File: config.mk
export PLATFORM = sky130hd
export DESIGN_NAME = reg_file_sb
export DESIGN_NICKNAME = d
export VERILOG_FILES = /design/src/rtl/reg_file_sb_pkg.sv /design/src/rtl/rf_byte_merge.sv /design/src/rtl/reg_file_sb.sv
export SDC_FILE = /design/constraint.sdc
export NUM_CORES = 2
export LEC_CHECK = 0
export ABC_AREA = 1
export CAP_MARGIN = 20
export CORE_MARGIN = 1
export CORE_UTILIZATION = 40
export CTS_BUF_LIST = sky130_fd_sc_hd__clkbuf_4 sky130_fd_sc_hd__clkbuf_8
export CTS_CLUSTER_SIZE = 8
export DETAILED_ROUTE_END_ITERATION = 10
export DONT_BUFFER_PORTS = 1
export PLACE_DENSITY = 0.53
export REMOVE_ABC_BUFFERS = 1
export SKIP_CTS_REPAIR_TIMING = 1
export SKIP_LAST_GASP = 1
export SYNTH_ARGS = -nofsm -noshare
export SYNTH_HDL_FRONTEND = slang
export SYNTH_SLANG_ARGS = --single-unit
File: constraint.sdc
create_clock -name clk -period 3.8 [get_ports clk]
set_input_delay 0.57 -clock clk [delete_from_list [all_inputs] [get_ports clk]]
set_output_delay 0.57 -clock clk [all_outputs]
set_load 0.03 [all_outputs]
File: src/rtl/reg_file_sb_pkg.sv
// rtl/reg_file_sb_pkg.sv - shared defaults and read-port array types for the scoreboarded register file
package reg_file_sb_pkg;

  localparam int DEF_DATA_W = 32;
  localparam int DEF_NREGS  = 32;
  localparam int DEF_NUM_RD = 2;
  localparam int DEF_AW     = $clog2(DEF_NREGS);

  // Packed per-port arrays for the default configuration: [port][bit]
  typedef logic [DEF_NUM_RD-1:0][DEF_AW-1:0]     rd_addr_arr_t;
  typedef logic [DEF_NUM_RD-1:0][DEF_DATA_W-1:0] rd_data_arr_t;

endpackage

File: src/rtl/rf_byte_merge.sv
// rtl/rf_byte_merge.sv - byte-enable merge of new data over an existing register value
module rf_byte_merge #(
  parameter int DATA_W = 32
) (
  input  logic [DATA_W-1:0]   old_data,
  input  logic [DATA_W/8-1:0] be,
  input  logic [DATA_W-1:0]   new_data,
  output logic [DATA_W-1:0]   merged
);

  for (genvar i = 0; i < DATA_W/8; i++) begin : g_byte
    assign merged[i*8 +: 8] = be[i] ? new_data[i*8 +: 8] : old_data[i*8 +: 8];
  end

endmodule

File: src/rtl/reg_file_sb.sv
// rtl/reg_file_sb.sv - multi-port register file with byte-enable writes, optional bypass and a pending-producer scoreboard
module reg_file_sb
  import reg_file_sb_pkg::*;
#(
  parameter int DATA_W   = DEF_DATA_W,
  parameter int NREGS    = DEF_NREGS,
  parameter int NUM_RD   = DEF_NUM_RD,
  parameter int BYPASS   = 1,
  parameter int ZERO_REG = 1,
  localparam int AW      = $clog2(NREGS)
) (
  input  logic                           clk,
  input  logic                           reset,
  input  logic [NUM_RD-1:0][AW-1:0]      rd_addr,
  output logic [NUM_RD-1:0][DATA_W-1:0]  rd_data,
  output logic [NUM_RD-1:0]              rd_busy,
  input  logic                           wr_en,
  input  logic [AW-1:0]                  wr_addr,
  input  logic [DATA_W/8-1:0]            wr_be,
  input  logic [DATA_W-1:0]              wr_data,
  input  logic                           iss_en,
  input  logic [AW-1:0]                  iss_addr,
  input  logic                           flush,
  output logic                           any_busy
);

  logic [DATA_W-1:0] regs_q [NREGS];
  logic [DATA_W-1:0] regs_d [NREGS];
  logic [NREGS-1:0]  pend_q;
  logic [NREGS-1:0]  pend_d;
  logic [DATA_W-1:0] wr_merged;
  logic              wr_ok;
  logic              iss_ok;

  assign wr_ok  = wr_en  && !(ZERO_REG != 0 && wr_addr  == '0);
  assign iss_ok = iss_en && !(ZERO_REG != 0 && iss_addr == '0);

  // One merge serves both the store and every bypassing read port
  rf_byte_merge #(.DATA_W(DATA_W)) u_merge (
    .old_data (regs_q[wr_addr]),
    .be       (wr_be),
    .new_data (wr_data),
    .merged   (wr_merged)
  );

  always_comb begin
    regs_d = regs_q;
    if (wr_ok) regs_d[wr_addr] = wr_merged;
  end

  // Issue is applied last so a same-edge issue beats both the write clear and flush
  always_comb begin
    pend_d = flush ? '0 : pend_q;
    if (wr_en)  pend_d[wr_addr]  = 1'b0;
    if (iss_ok) pend_d[iss_addr] = 1'b1;
  end

  always_ff @(posedge clk or negedge reset) begin
    if (!reset) begin
      for (int i = 0; i < NREGS; i++) regs_q[i] <= '0;
      pend_q <= '0;
    end else begin
      regs_q <= regs_d;
      pend_q <= pend_d;
    end
  end

  for (genvar p = 0; p < NUM_RD; p++) begin : g_rd
    logic hit;
    logic iss_hit;
    logic is_zero;

    assign hit     = (BYPASS != 0) && wr_en && (wr_addr == rd_addr[p]);
    assign iss_hit = iss_en && (iss_addr == rd_addr[p]);
    assign is_zero = (ZERO_REG != 0) && (rd_addr[p] == '0);

    // Gating on reset keeps the bypass path from leaking wr_data while held in reset
    assign rd_data[p] = (!reset || is_zero) ? '0
                      : (hit ? wr_merged : regs_q[rd_addr[p]]);
    assign rd_busy[p] = reset && !is_zero && pend_q[rd_addr[p]] && !(hit && !iss_hit);
  end

  assign any_busy = |pend_q;

endmodule

=== After elaboration in Yosys (flattened, before gate mapping) ===
Index checks and enable logic that the tools add are counted.

* Add/sub/neg operators: 0
* $mul: 0
* Divide/modulo/power cells: 0
* Magnitude comparators: 10
* Equality and inequality tests: 4
* Shift operators: 0
* Multiplexer cells: 31
* Bitwise logic cells: 6
* Reduce and logical (&&, ||, !) cells: 33

{| class="wikitable"
|+ Operators with widths
! operator !! number
|-
| bitwise mux 1024 bit || 1
|-
| binary-select mux 32 bit (select 5 bit) || 3
|-
| two-way mux 32 bit || 14
|-
| demux 32 bit (select 5 bit) || 1
|-
| bitwise AND 32 bit || 1
|-
| two-way mux 8 bit || 4
|-
| inverter 32 bit || 1
|-
| bitwise OR 32 bit || 1
|-
| OR reduction 32 bit || 1
|-
| < comparator 5 x 6 -> 1 bit (second input constant) || 4
|-
| equality test 5 bit || 4
|-
| zero test 5 bit || 4
|-
| >= comparator 6 bit (second input constant) || 3
|-
| inverter 5 -> 6 bit || 3
|-
| logical AND 1 bit || 17
|-
| binary-select mux 1 bit (select 5 bit) || 2
|-
| demux 1 bit (select 5 bit) || 2
|-
| >= comparator 5 x 1 -> 1 bit (second input constant) || 2
|-
| zero test 1 bit || 9
|-
| < comparator 6 x 1 -> 1 bit (second input constant) || 1
|-
| two-way mux 1 bit || 4
|-
| logical OR 1 bit || 2
|}

* Register bits after elaboration: 1056
* Latch bits: 0
* Memory bits (writable): 0
* Memory bits (read-only): 0
* Bits of input ports: 61
* Output and inout bits: 67
* Word-level logic and storage cells: 117
* Memories kept: 0

=== Logic depth before layout (Yosys ltp) ===
* Depth in word-level cells: 9
* Mapped depth: 15
* Mapped depth without buffers: 11

=== Cells and area by module ===
A second synthesis with hierarchy kept.

* Cell total of the unflattened synthesis: 11027
* Area total of the unflattened synthesis: 69526.7 um2

{| class="wikitable"
|+ By module, submodules not included
! module !! instances !! cells an instance !! area each (um2) !! seq. area each (um2)
|-
| reg_file_sb || 1 || 10923 || 69106.3 || 26425.3
|-
| rf_byte_merge || 1 || 104 || 420.4 || 0.0
|}

=== Least setup slack after synthesis ===
Ideal clock, no wire load.

* Path kind: input -> output
* Start point: input port wr_addr[1]
* End point: output port rd_data[62] (netlist name)
* Data arrival time: 2359 ps
* Data required time: 3230 ps
* Path slack: 871 ps
* Cell stages on the path: 11
* Path buffers: 4
* Cell sequence: buf_4 inv_4 buf_6 buf_4 nor2_1 nor3_2 nand2_1 nor2_4 buf_4 nand3_1 a21oi_1

{| class="wikitable"
|+ RTL lines
! item !! RTL line !! source
|-
| start, declared || reg_file_sb.sv:18 || <nowiki>input logic [AW-1:0] wr_addr,</nowiki>
|-
| end, declared || reg_file_sb.sv:15 || <nowiki>output logic [NUM_RD-1:0][DATA_W-1:0] rd_data,</nowiki>
|}

=== Worst setup path after layout ===
* Start point: input port rd_addr[0] (netlist name)
* End point: output port rd_busy[0]

* Word-level cells in the longest chain between the ends: 6

{| class="wikitable"
|+ RTL lines
! item !! RTL line !! source
|-
| start, declared || reg_file_sb.sv:14 || <nowiki>input logic [NUM_RD-1:0][AW-1:0] rd_addr,</nowiki>
|-
| branches (longest 5 deep; another with binary-select mux 1 bit (select 5 bit)) || -- ||
|-
| logical AND 1 bit (*) || reg_file_sb.sv:80 || <nowiki>assign rd_busy[p] = reset && !is_zero && pend_q[rd_addr[p]] && !(hit && !iss_hit);</nowiki>
|-
| end, declared || reg_file_sb.sv:16 || <nowiki>output logic [NUM_RD-1:0] rd_busy,</nowiki>
|}

Every way passes the cells marked *. The select of a mux whose other input is x is not followed.

==> results.cfg <==
[timing]
finalSetupViolCount = 57
fin_skew_ns = 0.04755
max_freq_mhz = 237.8
period_minus_slack_ns = 4.206
hold_viol = 0
fin_ws_ns = -0.4059
fin_setup_tns_ns = -7.264
slew_headroom_pct = -46.34
fin_crit_sh_pct = 110.7
worstMarginPinSlew_ns = 2.195
slew_viol_final = 554

[cts]
cts_root_buf = clkbuf_8
cts_buffer_depth = 3
cts_tree = built
cts_inserted_buffers = 204
cts_max_level = 4
clkSlewWorstSetupHoldPaths_ns = 0.06
clock-sinks = 1056
clock_latency_ns = 0.99

[power_and_ir_drop]
pwr-share-clk_pct = 35.9
power_mw = 35.74
p_sw_mw = 12.44
p_int_mw = 23.30
p_comb_share_pct = 21.6
seqPwrFrac_pct = 42.5
power.leakage_nw = 37.65
p_sw_share_pct = 34.81
vdd_drop_max_mv = 0.3491
p_per_area_nw_per_um2 = 460.9

[detailed_routing]
vias = 77530
via_per_inst = 5.845
wl_met3_microns = 35680
met1Wirelength_microns = 135200
dr.first_iter.drc_count = 10280
ant_nets = 0
highest_layer = met4
route.met2.wl_microns = 146000
drt-wirelength-per-cell_microns = 25.29
wl_microns = 335500
dr.pass1.iters = 9
drcViolationCount = 0

[global_route]
grtUsageTotal_pct = 37.22
grt_pass1_wl_microns = 486300
grt_start_max_net_pins = 793
antenna_found_initial = 5
grt-ovfl-total = 0
grt_pass1_vias = 70990

[synth]
synthTopCellsByCount = nand2_1, o21ai_0, nand3_1, dfrtp_1, clkbuf_1
synth_edf_count = 0
ys_async_sr_fraction_pct = 100.0
synth.avg_cell_area_sq_um = 6.253
synthCells = 11220
netlist_area_sq_um = 70180
ys_seq_elements = 1056
ys_seq_area_share_pct = 37.66
synth_area_leaders = dfrtp_1, nand2_1, o21ai_0
synth_top_area_share_pct = 37.66
yosysUniqueCellTypes = 38
yosysMostFrequentCell = nand2_1
ys.flop_type = dfrtp_1
netlist.top_cell.by_area = dfrtp_1
synth_warnings = 0

[floorplanning]
core_sq_um = 174000
die_h_microns = 420.9
die_width_microns = 420.9
initial_core_util_pct = 40.33
dieArea_sq_um = 177100
boundaryPins = 128
rows = 153

[placement]
dp_hpwl_microns = 172600
io_buffers = 0
routabilityCongestion = 0.8841
placed_cell_area_sq_um = 72600
pre_cts_ws_ns = 0.2329

[worst_setup_path]
cp-end-kind = output port
critPathKind = primary input to output port
crit_arrival_ns = 3.64
cp_max_fo = 785
reg2reg_slack_ns = 1.75
crit_required_ns = 3.23
r2r-end = regs_q[528]$_DFFE_PN0P_
r2r_cells = 11
rr_startpoint = regs_q[592]$_DFFE_PN0P_
critPathLaunchType = primary input

[worst_hold_path]
holdPathEnd = pend_q[1]$_DFF_PN0_
hold_class = primary input to register
min_from = iss_en
holdPathStages = 2

[outcome]
status = finished, violations left
violations = max-slew violations, negative setup slack

[final_layout]
final_area_sq_um = 77540
layout.nets = 10830
drive_gt1_share_pct = 6.960
area_growth_pct = 10.49

[flow_run]
drv_cap = 0
## per-stage QoR
step | instances | hold WS, ns | util, %
finish | 13270 | 0.03427 | 44.56
global placement | 12860 | 0.2825 | 41.72
CTS | 13240 | -0.7904 | 44.33
floorplan | 10250 | 0.2744 | -
detailed placement | 12860 | 0.2832 | 41.72
global route | 13260 | 0.001464 | 44.55
## power by group through the flow
stage / clock (mW) / combinational (mW) / sequential [mW]
after detailed placement: 0 / 7.55 / 15.3
after global placement: 0 / 7.42 / 15.2
final: 12.8 / 7.73 / 15.2
after CTS: 13.0 / 7.57 / 15.1
after global routing: 13.5 / 8.80 / 15.4
after floorplan: 0 / 5.28 / 14.8
## cells by family (layout without fill, tap and decap cells)
family | Yosys count | in the layout | synth area share [%]
flip-flops | 1056 | 1056 | 37.66
other | 0 | 7 | 0
AND/OR/NAND/NOR | 6594 | 6594 | 37.65
AO/OA/AOI/OAI | 2104 | 2104 | 16.03
buffers and inverters | 1463 | 1174 | 8.592
XOR/XNOR | 6 | 6 | 0.07488
## registers in the layout, summed over array words and instances, names as in the netlist
register	count
regs_q	1024
pend_q	32
## final cells by class
class                      count  area (sq um)
antenna                        7         17.52
multi-input combinational   8704         38020
tap                         2325          2909
fill                       18430         96480
clock inverter                41         384.1
timing repair buffer         313          3734
inverter                     487          1898
sequential                  1056         26430
clock buffer                 333          4151
## layer usage
metal,vias up,global-route usage [%]
met4,0,19.10
li1,35270,-
met5,-,0
met3,949,6.975
met2,4694,57.45
met1,36630,49.61
## worst max-delay path: stages
cell and delay (ns):
inv_8 0.61, buf_12 0.32, buf_4 0.23, o22ai_1 0.08, a21oi_1 0.14, nand4_1 0.22, nand2_1 0.19, nand3_1 0.11
nor2_1 0.21, buf_4 0.20
## cell usage in the layout (no fill, tap or decap), types with 5 or more instances in the layout
master / netlist / routed
nand2_1: 5203 / 5168
o21ai_0: 1143 / 1143
nand3_1: 1082 / 1082
dfrtp_1: 1056 / 1056
a21oi_1: 531 / 531
inv_1: 473 / 470
o211ai_1: 276 / 276
clkbuf_8: 0 / 264
nor2_1: 230 / 226
buf_4: 10 / 198
o21ai_1: 139 / 139
buf_12: 0 / 85
clkbuf_4: 0 / 69
nand2_4: 0 / 32
clkinv_2: 0 / 26
nand4_1: 24 / 24
dlygate4sd3_1: 0 / 16
or2_2: 14 / 14
buf_16: 0 / 14
nor3_1: 9 / 9
nor2_4: 3 / 9
nor3_4: 8 / 8
nor4_1: 8 / 8
diode_2: 0 / 7
inv_6: 0 / 6
clkinvlp_4: 0 / 6
inv_4: 4 / 5
o22ai_1: 5 / 5
bufinv_16: 0 / 5
## worst max-delay path by stage
| stage | start | endpoint | slack (ns) |
|---|---|---|---|
| 2_1_floorplan | rd_addr[7] | rd_busy[1] | -2.76 |
| 3_3_place_gp | reset | regs_q[637]$_DFFE_PN0P_ | 0.18 |
| 3_5_place_dp | reset | regs_q[733]$_DFFE_PN0P_ | 0.23 |
| 4_1_cts | wr_addr[0] | rd_data[21] | 0.31 |
| 5_1_grt | reset | rd_data[53] | -0.01 |
| 6_report | rd_addr[0] | rd_busy[0] | -0.41 |
Power figures use the tool's default switching activity.
